`src/rtl/cpu_wait_gen.sv`:
```
// cpu_wait_gen: parametrised Z80 WAIT generator for the MSX top level.
// Adds a programmable number of wait states per bus-cycle class (M1 fetch,
// memory, I/O). It also merges N_EXT active-low slot wait requests into one
// registered wait_n for the CPU core.
// Optional feature: define VDP_ACCESS_WAIT_EN to enforce a minimum spacing of
// VDP_GAP ce ticks between I/O accesses to the VDP ports 0x98-0x9B.
//
// state | meaning
// ------+---------------------------------------------------------------
// IDLE  | no bus cycle being stretched; waiting for a strobe rising tick
// COUNT | internal wait counter running, wait_n low
// HOLD  | internal count expired, external slot request still pending
// DONE  | waits finished; wait for the strobe to drop before re-arming

module cpu_wait_gen #(
    parameter int CNT_W     = 4,
    parameter int M1_WAITS  = 1,
    parameter int MEM_WAITS = 0,
    parameter int IO_WAITS  = 0,
    parameter int N_EXT     = 2,
    parameter int VDP_GAP   = 0
) (
    input  logic             clk_sys,
    input  logic             reset_n,
    input  logic             ce_3m58_p,
    input  logic             m1,
    input  logic             mreq,
    input  logic             iorq,
    input  logic [7:0]       addr,
    input  logic [N_EXT-1:0] ext_wait_n,
    output logic             wait_n,
    output logic             busy
);

    localparam int MAX_WAITS = (1 << CNT_W) - 1;
    localparam logic [CNT_W-1:0] M1_LOAD  = CNT_W'(M1_WAITS);
    localparam logic [CNT_W-1:0] MEM_LOAD = CNT_W'(MEM_WAITS);
    localparam logic [CNT_W-1:0] IO_LOAD  = CNT_W'(IO_WAITS);

    // A wait count that does not fit the counter would silently wrap.
    if (M1_WAITS < 0 || M1_WAITS > MAX_WAITS) begin : g_bad_m1
        $error("cpu_wait_gen: M1_WAITS does not fit in CNT_W bits");
    end
    if (MEM_WAITS < 0 || MEM_WAITS > MAX_WAITS) begin : g_bad_mem
        $error("cpu_wait_gen: MEM_WAITS does not fit in CNT_W bits");
    end
    if (IO_WAITS < 0 || IO_WAITS > MAX_WAITS) begin : g_bad_io
        $error("cpu_wait_gen: IO_WAITS does not fit in CNT_W bits");
    end

    typedef enum logic [1:0] {
        IDLE  = 2'd0,
        COUNT = 2'd1,
        HOLD  = 2'd2,
        DONE  = 2'd3
    } state_t;

    state_t           state;
    state_t           state_nxt;
    logic [CNT_W-1:0] cnt;
    logic [CNT_W-1:0] cnt_nxt;
    logic [CNT_W-1:0] base_load;
    logic [CNT_W-1:0] load;
    logic             strb;
    logic             strb_prev;
    logic             ext_any;
    logic             vdp_port;

    assign strb     = mreq | iorq;
    assign ext_any  = ~(&ext_wait_n);
    assign vdp_port = iorq & ~m1 & (addr[7:2] == 6'b100110);

    // Per-class wait count; interrupt acknowledge never waits.
    always_comb begin
        base_load = '0;
        if (iorq && m1) begin
            base_load = '0;
        end else if (m1 && mreq) begin
            base_load = M1_LOAD;
        end else if (mreq) begin
            base_load = MEM_LOAD;
        end else if (iorq) begin
            base_load = IO_LOAD;
        end
    end

`ifdef VDP_ACCESS_WAIT_EN
    localparam logic [7:0] GAP_LOAD = 8'(VDP_GAP);

    logic [7:0]       gap;
    logic [7:0]       gap_dec;
    logic [CNT_W+8:0] gap_sum;
    logic             cyc_vdp;

    // gap_dec is the value the gap counter takes on this tick, so a cycle
    // starting k ticks after the previous VDP access ends sees VDP_GAP-k.
    assign gap_dec = (gap == 8'd0) ? 8'd0 : gap - 8'd1;
    assign gap_sum = (CNT_W+9)'(base_load) + (CNT_W+9)'(gap_dec);

    // VDP I/O cycles inside the spacing window get the remaining gap added.
    always_comb begin
        load = base_load;
        if (vdp_port && gap_dec != 8'd0) begin
            if (gap_sum > (CNT_W+9)'(MAX_WAITS)) begin
                load = CNT_W'(MAX_WAITS);
            end else begin
                load = gap_sum[CNT_W-1:0];
            end
        end
    end

    // Gap counter: reloaded when a VDP cycle leaves DONE, else counts down to 0.
    always_ff @(posedge clk_sys or negedge reset_n) begin
        if (!reset_n) begin
            gap     <= 8'd0;
            cyc_vdp <= 1'b0;
        end else if (ce_3m58_p) begin
            if (state == IDLE && strb && !strb_prev) begin
                cyc_vdp <= vdp_port;
            end
            if (state == DONE && !strb && cyc_vdp) begin
                gap <= GAP_LOAD;
            end else begin
                gap <= gap_dec;
            end
        end
    end
`else
    logic unused_vdp;

    assign load       = base_load;
    assign unused_vdp = ^{vdp_port, 8'(VDP_GAP)};
`endif

    // Next-state logic; everything advances only on CPU clock-enable ticks.
    always_comb begin
        state_nxt = state;
        cnt_nxt   = cnt;
        if (ce_3m58_p) begin
            if (!strb) begin
                state_nxt = IDLE;
                cnt_nxt   = '0;
            end else begin
                case (state)
                    IDLE: begin
                        if (!strb_prev) begin
                            if (load != '0 || ext_any) begin
                                state_nxt = COUNT;
                                cnt_nxt   = load;
                            end else begin
                                state_nxt = DONE;
                            end
                        end
                    end
                    COUNT: begin
                        if (cnt <= CNT_W'(1)) begin
                            cnt_nxt   = '0;
                            state_nxt = ext_any ? HOLD : DONE;
                        end else begin
                            cnt_nxt = cnt - CNT_W'(1);
                        end
                    end
                    HOLD: begin
                        if (!ext_any) begin
                            state_nxt = DONE;
                        end
                    end
                    DONE: begin
                        state_nxt = DONE;
                    end
                    default: begin
                        state_nxt = IDLE;
                        cnt_nxt   = '0;
                    end
                endcase
            end
        end
    end

    // State, counter and registered wait output. strb_prev resets high so a
    // reset released in the middle of a bus cycle does not restart it.
    always_ff @(posedge clk_sys or negedge reset_n) begin
        if (!reset_n) begin
            state     <= IDLE;
            cnt       <= '0;
            wait_n    <= 1'b1;
            strb_prev <= 1'b1;
        end else begin
            state  <= state_nxt;
            cnt    <= cnt_nxt;
            wait_n <= ~((state_nxt == COUNT) || (state_nxt == HOLD));
            if (ce_3m58_p) begin
                strb_prev <= strb;
            end
        end
    end

    assign busy = (state != IDLE);

endmodule
```
`config.mk`:
```
export PLATFORM = sky130hd
export DESIGN_NAME = cpu_wait_gen
export DESIGN_NICKNAME = d
export VERILOG_FILES = /design/src/rtl/cpu_wait_gen.sv
export SDC_FILE = /design/constraint.sdc
export NUM_CORES = 1
export LEC_CHECK = 0
export BUFFER_PORTS_ARGS = -buffer_cell sky130_fd_sc_hd__buf_2
export CAP_MARGIN = 20
export CORE_AREA = 4 4 41 43
export DETAILED_ROUTE_END_ITERATION = 12
export DIE_AREA = 0 0 45 47
export MAX_ROUTING_LAYER = met4
export PLACE_DENSITY = 0.7
export SYNTH_ARGS = -nofsm -noshare
export SYNTH_HDL_FRONTEND = slang
export SYNTH_SLANG_ARGS = --single-unit
```
`constraint.sdc`:
```
create_clock -name clk_sys -period 3.93 [get_ports clk_sys]
set_input_delay 0.393 -clock clk_sys [delete_from_list [all_inputs] [get_ports clk_sys]]
set_output_delay 0.393 -clock clk_sys [all_outputs]
set_load 0.1 [all_outputs]
```
---- Yosys cells after proc, flatten, opt, wreduce, memory -nomap -nowiden ----
Index checks and enable logic that the tools add are counted.
operators by class
  add/subtract/negate cells ............... 1
  magnitude comparators ................... 1
  eq/ne operators ......................... 8
  multiplexer cells ....................... 15
  bitwise logic cells ..................... 3
  reductions and logical operators ........ 9
operators with widths
  cell                                                             number
  two-way mux 4 bit                                                5
  two-way mux 2 bit                                                6
  one-hot mux 2 bit (4 select lines)                               1
  one-hot mux 4 bit (2 select lines)                               1
  equality test 2 bit (second input constant)                      3
  != test 3 bit (second input constant)                            2
  equality test 2 x 1 -> 1 bit (second input constant)             2
  less-or-equal comparator 4 x 1 -> 1 bit (second input constant)  1
  AND reduction 4 bit                                              1
  nonzero test 4 bit                                               1
  subtractor 4 x 1 -> 4 bit (second input constant)                1
  != test 3 x 1 -> 1 bit (second input constant)                   1
  logical AND 1 bit                                                2
  logical NOT 2 bit                                                1
  logical OR 1 bit                                                 2
  two-way mux 1 bit                                                2
  inverter 1 bit                                                   2
  AND reduction 2 bit                                              1
  nonzero test 2 bit                                               1
  OR 1 bit                                                         1
storage, ports and cells
  flip-flop bits (word level) ............. 8
  bits of input ports ..................... 16
  logic and storage cells ................. 41

---- Logic depth before layout (Yosys ltp) ----
  depth in word-level cells ............... 13
  mapped depth ............................ 7
  depth with buffers taken out ............ 7

---- Worst setup path after synthesis ----
No wires, ideal clock.
  kind .................................... reg2reg
  start point ............................. reg state[1]
  end point ............................... reg wait_n
  setup time .............................. 0.075 ns
  data arrival time ....................... 1.757 ns
  setup slack ............................. 2.097 ns
  stages on the path, launching flop included .. 6
  clock period less this slack ............ 1.833 ns
  cells stage by stage .................... dfrtp_1 > or2_1 > o211ai_2 > a31oi_1 > o22a_1 > xnor2_1
on the way
  word-level cells in the longest chain between the ends .. 7
ends and longest elaborated chain
  element                                                                     line  text
  from (decl)                                                                 58    state_t state;
  from (signal assigned)                                                      189   state <= state_nxt;
  equality test 2 bit, or another cell as far along                           144   case (state)
  one-hot mux 2 bit (4 select lines) (*)                                      144
  two-way mux 2 bit (*)                                                       140   if (!strb) begin
  two-way mux 2 bit (*)                                                       139   if (ce_3m58_p) begin
  via state_nxt[0]                                                            59    state_t state_nxt;
  equality test 2 x 1 -> 1 bit / equality test 2 bit (equally long branches)  191   wait_n <= ~((state_nxt == COUNT) || (state_nxt == HOLD));
  logical OR 1 bit (*)                                                        191
  inverter 1 bit (*)                                                          191
  to (signal assigned)                                                        191
  to (decl)                                                                   31    output logic wait_n,
The timed path passes the listed nets; every way through them passes the cells marked *.
A chain may end at the register's enable or synchronous reset.

---- Final worst setup path ----
  start point ............................. reg cnt[0]
  end point ............................... reg cnt[0]
on the way
  word-level cells in the longest chain between the ends .. 4
ends and longest elaborated chain
  element                                                                                      line      text
  from (decl)                                                                                  60        logic [CNT_W-1:0] cnt;
  from (signal assigned)                                                                       190       cnt <= cnt_nxt;
  subtractor 4 x 1 -> 4 bit / less-or-equal comparator 4 x 1 -> 1 bit (equally long branches)  160, 156
  two-way mux 4 bit (*)                                                                        156       if (cnt <= CNT_W'(1)) begin
  one-hot mux 4 bit (2 select lines) (*)                                                       144
  two-way mux 4 bit (*)                                                                        140
Every way passes the cells marked *; elsewhere a longest branch is shown, timed or not.

==> key figures <==
Clock tree
  • Root Driver: clkbuf_4
  • PostCTS Resize Cnt: 0
  • Max Root-Sink Buffers: 2
  • Total CTS buffers: 3
  • H-tree levels: 1
  • Worst skew pair latency: 0.26 ns
  • CTS tree: yes
  • Clock Pin Slew Worst Setup and Hold Paths: 0.06 ns
  • Clock net sink count: 8

Logic synthesis
  • Commonest cells in the netlist: dfrtp_1, inv_1, nand2_1
  • Seq/Total Area, Yosys: 41.01%
  • Most frequent cell after synthesis: dfrtp_1
  • Syn Area/Cell: 10.09 sq um
  • Most used DFF post-synth: dfrtp_1
  • Synth area leaders: dfrtp_1, dfstp_2, o41ai_4, ha_1, mux2i_1
  • Seq cells post-synth: 8
  • Yosys top cell by area: dfrtp_1
  • Mapped Nets: 67
  • Synth Cell Area: 494.2 sq um
  • Top cell type's share of synthesized area: 30.38%
  • Cells after Synth: 49
  • Yosys warns: 0
  • Post-synth EDFFs: 0
  • Async S/R FF share, synth: 100.0%
  • Netlist cell types: 27

Timing
  • Sum Neg Setup Slack: 0 ns
  • Unrepaired setup endpoints after global routing: false
  • Tmin final: 1.816 ns
  • Final slew viol count: 0
  • Fmax: 0.5505 GHz
  • Max-slew headroom: 53.14%
  • Layout Skew: 0.002573 ns
  • Final WS setup: 2.114 ns
  • Fin crit share: 46.22%
  • Setup Viol. Count Final: 0
  • Final hold slack: 0.4482 ns
  • Least-Margin Pin Slew: 0.6920 ns
  • Final hold viol count: 0

Power
  • Clock power frac: 16.7%
  • Net Sw Frac: 49.72%
  • Switch Pwr: 0.2144 mW
  • Worst vdd ir: 0.3217 mV
  • Leak: 0.2859 nW
  • Comb pwr share: 51.4%
  • Pint: 0.2168 mW
  • Power per standard cell area: 725.4 nW/um^2
  • Sequential power share: 31.9%
  • Final Power: 0.4311 mW

Global routing
  • Busiest grt layer: met2
  • M1 GR Usage: 14.15%
  • Remaining global-route overflow: 0
  • Initial antenna violation count: 0
  • M2 GR Usage: 18.36%
  • Global-route wire length before repair: 1773 um
  • Vias in the first global route: 394
  • Largest net degree at the start of global routing: 9
  • Met3 Use GR: 6.897%
  • Aggregate global-route resource usage: 12.82%

Detailed routing
  • DR iter-0 viols: 8
  • Routed wire per std cell: 12.71 um
  • DRC errors left: 0
  • DR pass1 iterations: 4
  • Detail Route Antenna Nets: 0
  • Drt total wl: 991 um
  • Vias per inst: 5.321
  • Via count of the routed design: 415

Place
  • RePlAce Congestion: 0.8931
  • PortBufs: 9
  • Dpl ws: 2.103 ns
  • Post-Place Cells: 73
  • Detailed Place HPWL: 766.8 um

Job
  • MaxCap Viol Count: 0

Critical path
  • CP max-delay cell: o311ai_1
  • Critical path class: flop to flop
  • Worst EP arrival: 1.94 ns
  • Startpoint Class: flop
  • Crit-path cells: inv_1, ha_1, nor2_1, o311ai_1, o32a_2, a21oi_1
  • Crit. End Element: flop
  • CP Max Fanout: 5
  • Critical Path RT: 4.06 ns
  • Largest stage delay, worst path: 0.59 ns

Floorplan
  • Die height: 47 um
  • Core Area: 1301 sq um
  • Rows: 13
  • IO Count: 18
  • Die X: 45 um
  • Die area: 2115 sq um
  • Initial Util: 37.98%

Final layout
  • Nets: 82
  • Share of layout cells above drive strength 1: 30.16%
  • Synth-to-layout area growth: 20.25%
  • Ant. Diodes: 0
  • Fin cells: 78

Status
  • Outcome: finished clean

Worst hold path
  • Hold Crit Class: input pin to flop
[power groups by stage]
stage | Sequential (mW) | Combinational, mW | Clock (mW)
5_1_grt | 0.141 | 0.241 | 0.0811
2_1_floorplan | 0.174 | 0.150 | 0
3_5_place_dp | 0.140 | 0.222 | 0
6_report | 0.138 | 0.222 | 0.0718
4_1_cts | 0.137 | 0.223 | 0.0736
3_3_place_gp | 0.138 | 0.218 | 0
[registers in the layout (all words and copies together) (netlist names)]
register / flops
cnt: 4
strb_prev: 1
wait_n: 1
state: 2
[worst paths after layout]
check,depth (start not counted),slack (ns),startpoint,end
hold / removal,3,0.45,mreq,strb_prev
min in group asynchronous,2,0.49,reset_n,cnt[3]
hold reg to reg,2,0.54,strb_prev,strb_prev
setup / recovery,6,2.11,cnt[0],cnt[0]
max in group asynchronous,2,3.20,reset_n,wait_n
setup reg to reg,6,2.11,cnt[0],cnt[0]
[cells by family after synthesis]
logic type      synth area share, %
fa+ha+maj                     5.062
xor+xnor                      1.772
flops                         41.01
compound gates                27.34
mux                           4.051
simple gates                  16.96
buf+inv                       3.798
[critical path: cells and delay by family, from the launching register on]
kind / cells / cell delay [ns]
AO/OA/AOI/OAI: 3 / 0.92
adder cells (fa/ha/maj): 1 / 0.19
AND/OR/NAND/NOR: 1 / 0.08
buffers and inverters: 1 / 0.08
flip-flops: 1 / 0.41
[layout make-up]
cell class / count / area, sq um
multi-input combinational: 36 / 272.8
timing repair buffer: 10 / 55.05
fill: 137 / 706.9
sequential: 8 / 202.7
tap: 15 / 18.77
inverter: 5 / 18.77
clock buffer: 4 / 26.28
[cell usage in the layout, fill, tap and decap left out, types with 2 or more instances in the layout]
| cell | count |
|---|---|
| dfrtp_1 | 6 |
| ha_1 | 2 |
| dfstp_2 | 2 |
| a31oi_1 | 2 |
| a21oi_1 | 3 |
| clkbuf_4 | 3 |
| buf_2 | 9 |
| nor2_1 | 3 |
| inv_1 | 5 |
| nor3b_1 | 2 |
| nand2_1 | 4 |
| nor3_1 | 2 |
| mux2i_1 | 2 |
[what timing repair did]
item / CTS / global route
endpoints found under the hold margin: 6 / 0
buffers inserted: 0 / 0
hold buffers: 1 / 0
[layer usage]
metal,share of wire [%],routed length [um],vias to the layer above
met1,42,417,195
met2,48,478,8
met3,7.3,72,5
li1,-,-,207
met4,2.3,23,0
met5,0,0,-
[per-stage QoR]
step	cell area, sq um	util (%)
after floorplan	494.2	-
after global placement	558.0	42.88
after detailed placement	558.0	42.88
after CTS	594.3	45.67
after global routing	594.3	45.67
final	594.3	45.67
No activity file was read; power rests on OpenSTA's default activity.
